## src/rtl/count_tick_gen.sv

```systemverilog
// count_tick_gen: programmable tick pulse generator (continuous or burst of N ticks)
// feeding the enable input of a downstream counter.
module count_tick_gen #(
    parameter int DIV_W   = 8,
    parameter int LEN_W   = 4,
    parameter int DEF_DIV = 9
) (
    input  logic             clk,
    input  logic             rst,
    input  logic             cfg_valid,
    input  logic [DIV_W-1:0] cfg_div,
    output logic             cfg_ready,
    input  logic             start,
    input  logic             stop,
    input  logic             mode,
    input  logic [LEN_W-1:0] burst_len,
    output logic             tick,
    output logic             busy,
    output logic             done
);
    typedef enum logic {IDLE, RUN} state_t;
    state_t           state;
    logic [DIV_W-1:0] div_reg;
    logic [DIV_W-1:0] pre_cnt;
    logic [LEN_W-1:0] rem;
    logic             burst;
    assign cfg_ready = state == IDLE;
    always_ff @(posedge clk or negedge rst) begin
        if (!rst) begin
            state   <= IDLE;
            div_reg <= DIV_W'(DEF_DIV);
            pre_cnt <= '0;
            rem     <= '0;
            burst   <= 1'b0;
            tick    <= 1'b0;
            done    <= 1'b0;
            busy    <= 1'b0;
        end else begin
            tick <= 1'b0;
            done <= 1'b0;
            if (state == IDLE) begin
                if (cfg_valid)
                    div_reg <= cfg_div;
                if (start && !stop) begin
                    if (mode && burst_len == '0) begin
                        done <= 1'b1;
                    end else begin
                        state   <= RUN;
                        busy    <= 1'b1;
                        burst   <= mode;
                        rem     <= burst_len;
                        pre_cnt <= '0;
                    end
                end
            end else if (stop) begin
                // abort takes priority over a tick falling due on the same edge
                state   <= IDLE;
                busy    <= 1'b0;
                pre_cnt <= '0;
            end else if (pre_cnt == div_reg) begin
                pre_cnt <= '0;
                tick    <= 1'b1;
                if (burst) begin
                    rem <= rem - LEN_W'(1);
                    if (rem == LEN_W'(1)) begin
                        state <= IDLE;
                        busy  <= 1'b0;
                        done  <= 1'b1;
                    end
                end
            end else begin
                pre_cnt <= pre_cnt + DIV_W'(1);
            end
        end
    end
endmodule
```

## config.mk

```make
export PLATFORM = sky130hd
export DESIGN_NAME = count_tick_gen
export DESIGN_NICKNAME = d
export VERILOG_FILES = /design/src/rtl/count_tick_gen.sv
export SDC_FILE = /design/constraint.sdc
export NUM_CORES = 1
export LEC_CHECK = 0
export ABC_AREA = 1
export BUFFER_PORTS_ARGS = -buffer_cell sky130_fd_sc_hd__buf_2
export CAP_MARGIN = 5
export CORE_MARGIN = 1
export CORE_UTILIZATION = 60
export CTS_CLUSTER_DIAMETER = 40
export DETAILED_ROUTE_END_ITERATION = 12
export MAX_ROUTING_LAYER = met4
export PLACE_DENSITY_LB_ADDON = 0.3
export SKIP_LAST_GASP = 1
export SLEW_MARGIN = 10
export SYNTH_ARGS = -nofsm -noshare
export SYNTH_HDL_FRONTEND = slang
export SYNTH_SLANG_ARGS = --single-unit
```

## constraint.sdc

```tcl
create_clock -name clk -period 2.9 [get_ports clk]
set_input_delay 0.145 -clock clk [delete_from_list [all_inputs] [get_ports clk]]
set_output_delay 0.145 -clock clk [all_outputs]
set_load 0.1 [all_outputs]
```

== Word-level counts from Yosys, hierarchy flattened ==
Cells that the tools add are included.

* Flip-flop bits (word level): 25
* Input port bits: 18
* Output and inout bits: 4
* Word-level logic and storage cells: 66

* Add/sub/neg operators: 2
* Eq/ne operators: 9
* Muxes and demuxes: 35
* Bitwise operators: 2
* Reduce and logical (&&, ||, !) cells: 10

{| class="wikitable"
|+ Operator list
! cell !! number
|-
| $mux 8 || 5
|-
| $mux 1 || 24
|-
| $mux 4 || 6
|-
| $reduce_and 5->1 || 2
|-
| $ne 3x2->1 const B || 3
|-
| $add 8x1->8 const B || 1
|-
| $eq 8x8->1 || 1
|-
| $eq 4x1->1 const B || 1
|-
| $logic_not 4->1 || 1
|-
| $ne 2x1->1 const B || 2
|-
| $ne 2x2->1 const B || 2
|-
| $reduce_and 2->1 || 2
|-
| $sub 4x1->4 const B || 1
|-
| $reduce_and 3->1 || 1
|-
| $logic_and 1x1->1 || 2
|-
| $not 1->1 || 2
|-
| $reduce_bool 2->1 || 1
|-
| $logic_not 1->1 || 1
|}

== Depth between registers and ports, before layout ==
Gate-level depths: netlist of run 1.

* Depth after elaboration: 6
* Gate-level depth with buffers: 10

== Worst setup path before layout of run 1 ==
Ideal clock, no wire load.

* Path type: register to register
* Start point: register div_reg[3]
* End point: register pre_cnt[3]
* Setup time: 120 ps
* Data arrival time: 1187 ps
* Slack: 1593 ps
* Stages on the path, launching flop included: 8
* Path buffers: 0
* Cells stage by stage: dfstp_2 -> xnor2_1 -> nand2_1 -> nor2_1 -> nand2_2 -> nand2_4 -> nand2_4 -> and3_1

* Cells in the longest elaborated chain, start to end: 4

{| class="wikitable"
|+ RTL lines
! element !! line !! text
|-
| from (decl) || 23 || <nowiki>logic [DIV_W-1:0] div_reg;</nowiki>
|-
| from (signal assigned) || 31 || <nowiki>div_reg <= DIV_W'(DEF_DIV);</nowiki>
|-
| from (signal assigned) || 43 || <nowiki>div_reg <= cfg_div;</nowiki>
|-
| $eq 8x8->1 || 60 || <nowiki>end else if (pre_cnt == div_reg) begin</nowiki>
|-
| $mux 8 || 60 ||
|-
| $mux 8 || 55 || <nowiki>end else if (stop) begin</nowiki>
|-
| $mux 8 || 41 || <nowiki>if (state == IDLE) begin</nowiki>
|-
| to (signal assigned) || 72 || <nowiki>pre_cnt <= pre_cnt + DIV_W'(1);</nowiki>
|-
| to (decl) || 24 || <nowiki>logic [DIV_W-1:0] pre_cnt;</nowiki>
|}

Every way passes these cells.
A chain may end at the register's enable or synchronous reset.

== Worst setup path after layout of run 1 ==
* Start point: register state
* End point: output port cfg_ready

* Cells in the longest elaborated chain, start to end: 1

{| class="wikitable"
|+ RTL lines
! element !! line !! text
|-
| from (decl) || 22 || <nowiki>state_t state;</nowiki>
|-
| from (signal assigned) || 30 || <nowiki>state <= IDLE;</nowiki>
|-
| from (signal assigned) || 48 || <nowiki>state <= RUN;</nowiki>
|-
| from (signal assigned) || 57 || <nowiki>state <= IDLE;</nowiki>
|-
| $not 1->1 (no line) || - ||
|-
| to (decl) || 12 || <nowiki>output logic cfg_ready,</nowiki>
|}

Every way passes these cells.

==> results.toml, run 1 <==
[drt]
viasPerCell = 5.11
finalWirelength_mm = 2.71
drt_iter0_drc = 39
wl_per_cell_um = 11.7
drt_pass1_iterations = 5
drc = 0
vias = 1180
antenna_left = 0

[finish]
final_util_pct = 71.6
diodes = 0
fin_nets = 225
fillers = 184
final_layout_size_suffix_gt1_share_pct = 28.1
ff_latch_area_um2 = 628
area_growth_pct = 11.4
multiInputGateArea_um2 = 727

[worst_setup_path]
required_ns = 2.76
reg2reg_slack_ns = 1.38
critical_path_class = "reg2out"
endpoint_kind = "output pin"
crit_path_max_fanout = 17
worstPathArrival_ns = 1.51
cp-start-kind = "flip-flop"

[sta]
finalSetupTns_ns = 0
fin_ws_ns = 1.24
setup_violations = 0
period_needed_ns = 1.66
rsz0062_at_grt = "false"
final_hold_viol_count = 0
period_share_pct = 57.1
max_freq_mhz = 604
tightest_slew_ns = 0.552
slew_viol_final = 0
finClkSkew_ns = 0.00767
relSlewSlack_pct = 63.2

[floorplan]
initial_core_util_pct = 64.3
core_um2 = 2250
die_w_um = 51.2
die_area_um2 = 2620
die_h_um = 51.2
rows = 17
pin_count = 22

[power]
switchingPower_uw = 685
power.share.clock_pct = 10.4
p_leak_uw = 0.000813
irDropWorstVdd_uv = 758
power_frac_comb_pct = 49.8
p_per_area_nw_per_um2 = 903
internal_power_uw = 773
switching_share_pct = 47.0
seqPwrFrac_pct = 39.8

[clock_network]
cts_resized = 0
clk_latency_ns = 0.31
cts-root-buf = "clkbuf_4"
post_cts_buffers = 0
cts_buffers = 3
cts_tree = "yes"
cts.path.max_buffers = 2
cts.reportedPaths.clkPinSlew_ns = 0.14
cts.sinks = 25
htreeDepth = 1

[global_routing]
grt_max_degree = 26
overflow = 0
grt_pass1_wl_mm = 4.67
first_global_vias = 1158
antenna_found_initial = 0
grt_use_total_pct = 24.4

[placement]
gp_congestion = 0.905
portBuffers = 21
dp.final_hpwl_mm = 2.13
dp_slack_ns = 1.40

[synth]
synthCells = 179
synth_nets = 200
synth_top_area_share_pct = 39.7
synth.distinct_cells = 31
synth-seq-cells = 25
synth_area_leaders = "dfrtp_1, nand2_1, inv_1"
yosysTopAreaCell = "dfrtp_1"
yosys_warnings = 0
syn_area_um2 = 1450
ys_seq_area_share_pct = 43.3
syn_avg_cell_area_um2 = 8.10

[status]
status = "finished clean"

[worst_hold_path]
min-delay-path-class = "in2reg"

[run]
maxCapViolCount = 0
[cell usage after synthesis]
cell / n
a21oi_1: 7
a21oi_2: 4
and3_1: 1
buf_2: 1
buf_4: 1
dfrtp_1: 23
dfstp_2: 2
ha_1: 3
inv_1: 15
inv_2: 7
mux2_2: 3
nand2_1: 54
nand2_2: 2
nand2_4: 4
nand3_1: 11
nand3_2: 1
nand4_1: 1
nand4_2: 1
nand4_4: 1
nor2_1: 12
nor2_2: 4
nor2_4: 1
nor3_1: 3
nor3_4: 1
o21a_1: 1
o21ai_0: 7
o21ai_1: 1
or2_0: 1
or2_1: 1
or2_2: 1
xnor2_1: 4
[repair_timing]
action | CTS | global route
endpoints found under the setup margin | 0 | 0
endpoints found under the hold margin | 23 | 0
hold buffers | 1 | 0
[kinds of logic (layout without fill, tap and decap cells)]
| logic type | Yosys count | after routing | share of synthesized area [%] |
|---|---|---|---|
| adders and majority gates | 3 | 3 | 2.59 |
| and+or+nand+nor | 100 | 100 | 34.7 |
| DFF | 25 | 25 | 43.3 |
| buffers and inverters | 24 | 48 | 6.56 |
| AOI/OAI and AO/OA | 20 | 20 | 8.11 |
| muxes | 3 | 3 | 2.33 |
| xor gates and xnor gates | 4 | 4 | 2.42 |
[stage by stage]
| stage | instance area (um2) | instances | power, uW | hold slack, ns |
|---|---|---|---|---|
| 2_1_floorplan | 1450 | 179 | 1170 | -0.151 |
| 5_1_grt | 1620 | 231 | 1580 | 0.0601 |
| 4_1_cts | 1620 | 231 | 1470 | 0.0527 |
| 3_3_place_gp | 1580 | 226 | 1280 | 0.150 |
| 6_report | 1620 | 231 | 1460 | 0.0573 |
| 3_5_place_dp | 1580 | 226 | 1310 | 0.166 |
[area by class of cell]
class | count | area share [%]
Multi-Input combinational cell | 130 | 45.0
Inverter | 22 | 5.11
Sequential cell | 25 | 38.9
Clock buffer | 3 | 1.39
Tap cell | 28 | 2.17
Timing Repair Buffer | 22 | 7.13
Clock inverter | 1 | 0.310
[power groups by stage]
stage / combinational, uW / clock [uW] / sequential (uW)
2_1_floorplan: 552 / 0 / 614
3_3_place_gp: 696 / 0 / 579
3_5_place_dp: 726 / 0 / 587
4_1_cts: 728 / 158 / 580
5_1_grt: 814 / 168 / 597
6_report: 726 / 151 / 581
[placed cells by master (no fill, tap or decap), types with 2 or more instances in the layout]
master / count
nand2_1: 54
dfrtp_1: 23
buf_2: 21
inv_1: 15
nor2_1: 12
nand3_1: 11
inv_2: 7
o21ai_0: 7
a21oi_1: 7
xnor2_1: 4
nor2_2: 4
nand2_4: 4
a21oi_2: 4
nor3_1: 3
mux2_2: 3
ha_1: 3
clkbuf_4: 3
nand2_2: 2
dfstp_2: 2
[worst max-delay path, stage by stage, from the launching register on]
cell and delay [ns]:
dfrtp_1 0.42, inv_2 0.27, buf_2 0.50
[metal layers]
| layer | GRT usage, % | up-vias | wire [um] |
|---|---|---|---|
| met2 | 40.1 | 22 | 1260 |
| met4 | 6.94 | 0 | 8 |
| li1 | - | 613 | - |
| met3 | 2.68 | 2 | 84 |
| met1 | 32.0 | 543 | 1360 |
| met5 | - | - | 0 |
[worst paths after layout]
kind	from	to	depth (start not counted)
worst max register to register	state	div_reg[6]	3
worst min-delay path	cfg_div[2]	div_reg[2]	2
worst max-delay path	state	cfg_ready	2
max in group asynchronous	rst	div_reg[3]	2
worst min register to register	busy	busy	2
min in group asynchronous	rst	pre_cnt[1]	2
(Power assumes the default switching activity.)
==> run 2: changes to the inputs <==
--- a/config.mk
+++ b/config.mk
@@ -5,11 +5,11 @@
 export SDC_FILE = /design/constraint.sdc
 export NUM_CORES = 1
 export LEC_CHECK = 0
-export ABC_AREA = 1
+export ABC_AREA = 0
 export BUFFER_PORTS_ARGS = -buffer_cell sky130_fd_sc_hd__buf_2
 export CAP_MARGIN = 5
 export CORE_MARGIN = 1
-export CORE_UTILIZATION = 60
+export CORE_UTILIZATION = 50
 export CTS_CLUSTER_DIAMETER = 40
 export DETAILED_ROUTE_END_ITERATION = 12
 export MAX_ROUTING_LAYER = met4
==> constraint.sdc (replaced) <==
create_clock -name clk -period 1.4 [get_ports clk]
set_input_delay 0.07 -clock clk [delete_from_list [all_inputs] [get_ports clk]]
set_output_delay 0.07 -clock clk [all_outputs]
set_load 0.1 [all_outputs]
==> results.toml, run 2 <==
[drt]
drt_pass1_iterations = 4
drc = 0
wl_per_cell_um = 16.7
viasPerCell = 5.88
drt_iter0_drc = 64
finalWirelength_mm = 4.16
vias = 1463
antenna_left = 0

[sta]
relSlewSlack_pct = 61.6
final_hold_viol_count = 0
slew_viol_final = 0
max_freq_mhz = 577
period_needed_ns = 1.73
tightest_slew_ns = 0.576
setup_violations = 13
rsz0062_at_grt = "true"
fin_ws_ns = -0.332
finClkSkew_ns = 0.00644
period_share_pct = 124

[power]
total_power_uw = 1900
irDropWorstVdd_uv = 830
p_leak_uw = 0.000937
p_per_area_nw_per_um2 = 899

[worst_setup_path]
required_ns = 1.64
regToRegEndpoint = "rem[3]"
crit_path_max_fanout = 4
reg2reg_slack_ns = -0.33
reg2reg_depth = 4
cp-start-kind = "flip-flop"
worstPathArrival_ns = 1.98
critical_path_class = "reg2reg"
endpoint_kind = "flip-flop"
reg2reg_from = "div_reg[3]"

[synth]
synth_nets = 167
yosys-top-cells-count = "dfrtp_1, nand3_1, mux2_2, nand2_1"
synth_top_area_share_pct = 39.7
async_flop_share_pct = 100
syn_avg_cell_area_um2 = 9.92
synth.distinct_cells = 39
ys_seq_area_share_pct = 43.4
synth-seq-cells = 25
synthCells = 146
yosys_warnings = 0
syn_area_um2 = 1450
yosysTopAreaCell = "dfrtp_1"
synth_edf_count = 0
synth_ff_type = "dfrtp_1"
synth.most_common_cell = "dfrtp_1"
synth_area_leaders = "dfrtp_1, mux2_2, nand3_1"

[finish]
layout_commonest_cell = "buf_4"
final_util_pct = 76.6
postLayoutCellArea_um2 = 2110
most-common-layout-cells = "buf_4, dfrtp_1, buf_2"
fin_nets = 240
diodes = 0
area_growth_pct = 45.9
fillers = 184
final_layout_size_suffix_gt1_share_pct = 43.6

[clock_network]
htreeDepth = 1
cts.path.max_buffers = 2
cts-root-buf = "clkbuf_4"
cts_tree = "yes"
cts.reportedPaths.clkPinSlew_ns = 0.14
cts.sinks = 25
cts_buffers = 3
clk_latency_ns = 0.32

[floorplan]
die_h_um = 55.8
die_w_um = 55.8
core_um2 = 2760
rows = 19
initial_core_util_pct = 52.5
die_area_um2 = 3120
pin_count = 22

[run]
maxCapViolCount = 0

[placement]
dp_slack_ns = -0.324
portBuffers = 21
dp.final_hpwl_mm = 2.82
gp_congestion = 0.832
place_area_um2 = 1870

[worst_hold_path]
min_path_cells = 3
min_to = "done"
min-delay-path-class = "in2reg"
hold_path_startpoint = "start"

[global_routing]
grt_use_total_pct = 28.4
overflow = 0
grt_pass1_wl_mm = 6.64
antenna_found_initial = 0
grt_max_degree = 26
first_global_vias = 1461

[status]
status = "finished with violations"
violations = "negative setup slack"
[run 2: cell types whose count changed in the layout (fill, tap and decap cells not counted), moves of 6 or more]
cell / previous run / this run
dlygate4sd3_1: 1 / 11
inv_1: 15 / 6
nor2_1: 12 / 4
buf_4: 0 / 37
o211ai_1: 0 / 7
inv_2: 7 / 0
mux2_2: 3 / 9
nand2_1: 54 / 9
a21oi_1: 7 / 1
[run 2: per-layer routing]
layer  global-route usage, %  vias to the layer above  part of all wire [%]
met4                    10.8                        0                   2.4
met1                    34.6                      712                    42
met3                    4.42                       12                   3.7
met5                       -                        -                     0
met2                    47.8                       47                    52
li1                        -                      692                     -
[run 2: kinds of logic after synthesis]
| kind of cell | count (synthesis) | synth area share [%] |
|---|---|---|
| xor gates and xnor gates | 8 | 4.84 |
| AOI/OAI and AO/OA | 30 | 15.0 |
| DFF | 25 | 43.4 |
| and+or+nand+nor | 58 | 22.4 |
| buffers and inverters | 11 | 3.37 |
| adders and majority gates | 3 | 2.59 |
| muxes | 11 | 8.46 |
[run 2: layout make-up]
type	instances	area (um2)	area share, %
multi-input cells	110	845	40.0
flip-flops and latches	25	628	29.7
repair buffers	73	553	26.2
well taps	31	38.8	1.84
clock buffers	4	26.3	1.24
inverters	6	22.5	1.07
[run 2: where the power goes]
group	internal [uW]	switching [uW]	leakage (uW)
sequential	814	72.5	0.000306
clock	112	218	0.0000150
combinational	333	350	0.000616
[run 2: per-stage QoR]
step / TNS [ns] / instances / hold slack (ns)
global placement: -2.30 / 231 / 0.0861
detailed placement: -3.14 / 231 / 0.0993
finish: -2.54 / 249 / 0.0228
CTS: -2.53 / 247 / 0.00690
global route: -3.67 / 249 / 0.0479
floorplan: -0.373 / 146 / -0.226
[run 2: worst max-delay path, cell delays in order, from the launching register on]
cell	delay, ns
dfstp_2	0.58
xnor2_2	0.12
nand4_1	0.22
or4b_1	0.54
a211oi_2	0.19
[run 2: worst max path at each step]
| stage | from | endpoint | cells after the start |
|---|---|---|---|
| 2_1_floorplan | div_reg[0] | rem[3] | 4 |
| 4_1_cts | div_reg[3] | rem[3] | 4 |
| 5_1_grt | div_reg[7] | rem[2] | 4 |
| 6_report | div_reg[3] | rem[3] | 4 |
| 3_3_place_gp | div_reg[0] | rem[3] | 4 |
| 3_5_place_dp | pre_cnt[1] | rem[2] | 4 |
[run 2: what timing repair did]
item                                    4_1_cts  5_1_grt
gates resized for setup                       5       18
endpoints found under the setup margin       16       15
buffers inserted                              1        2
hold buffers                                 11        0
pin swaps                                     5       12
hold endpoints to repair                     33        0
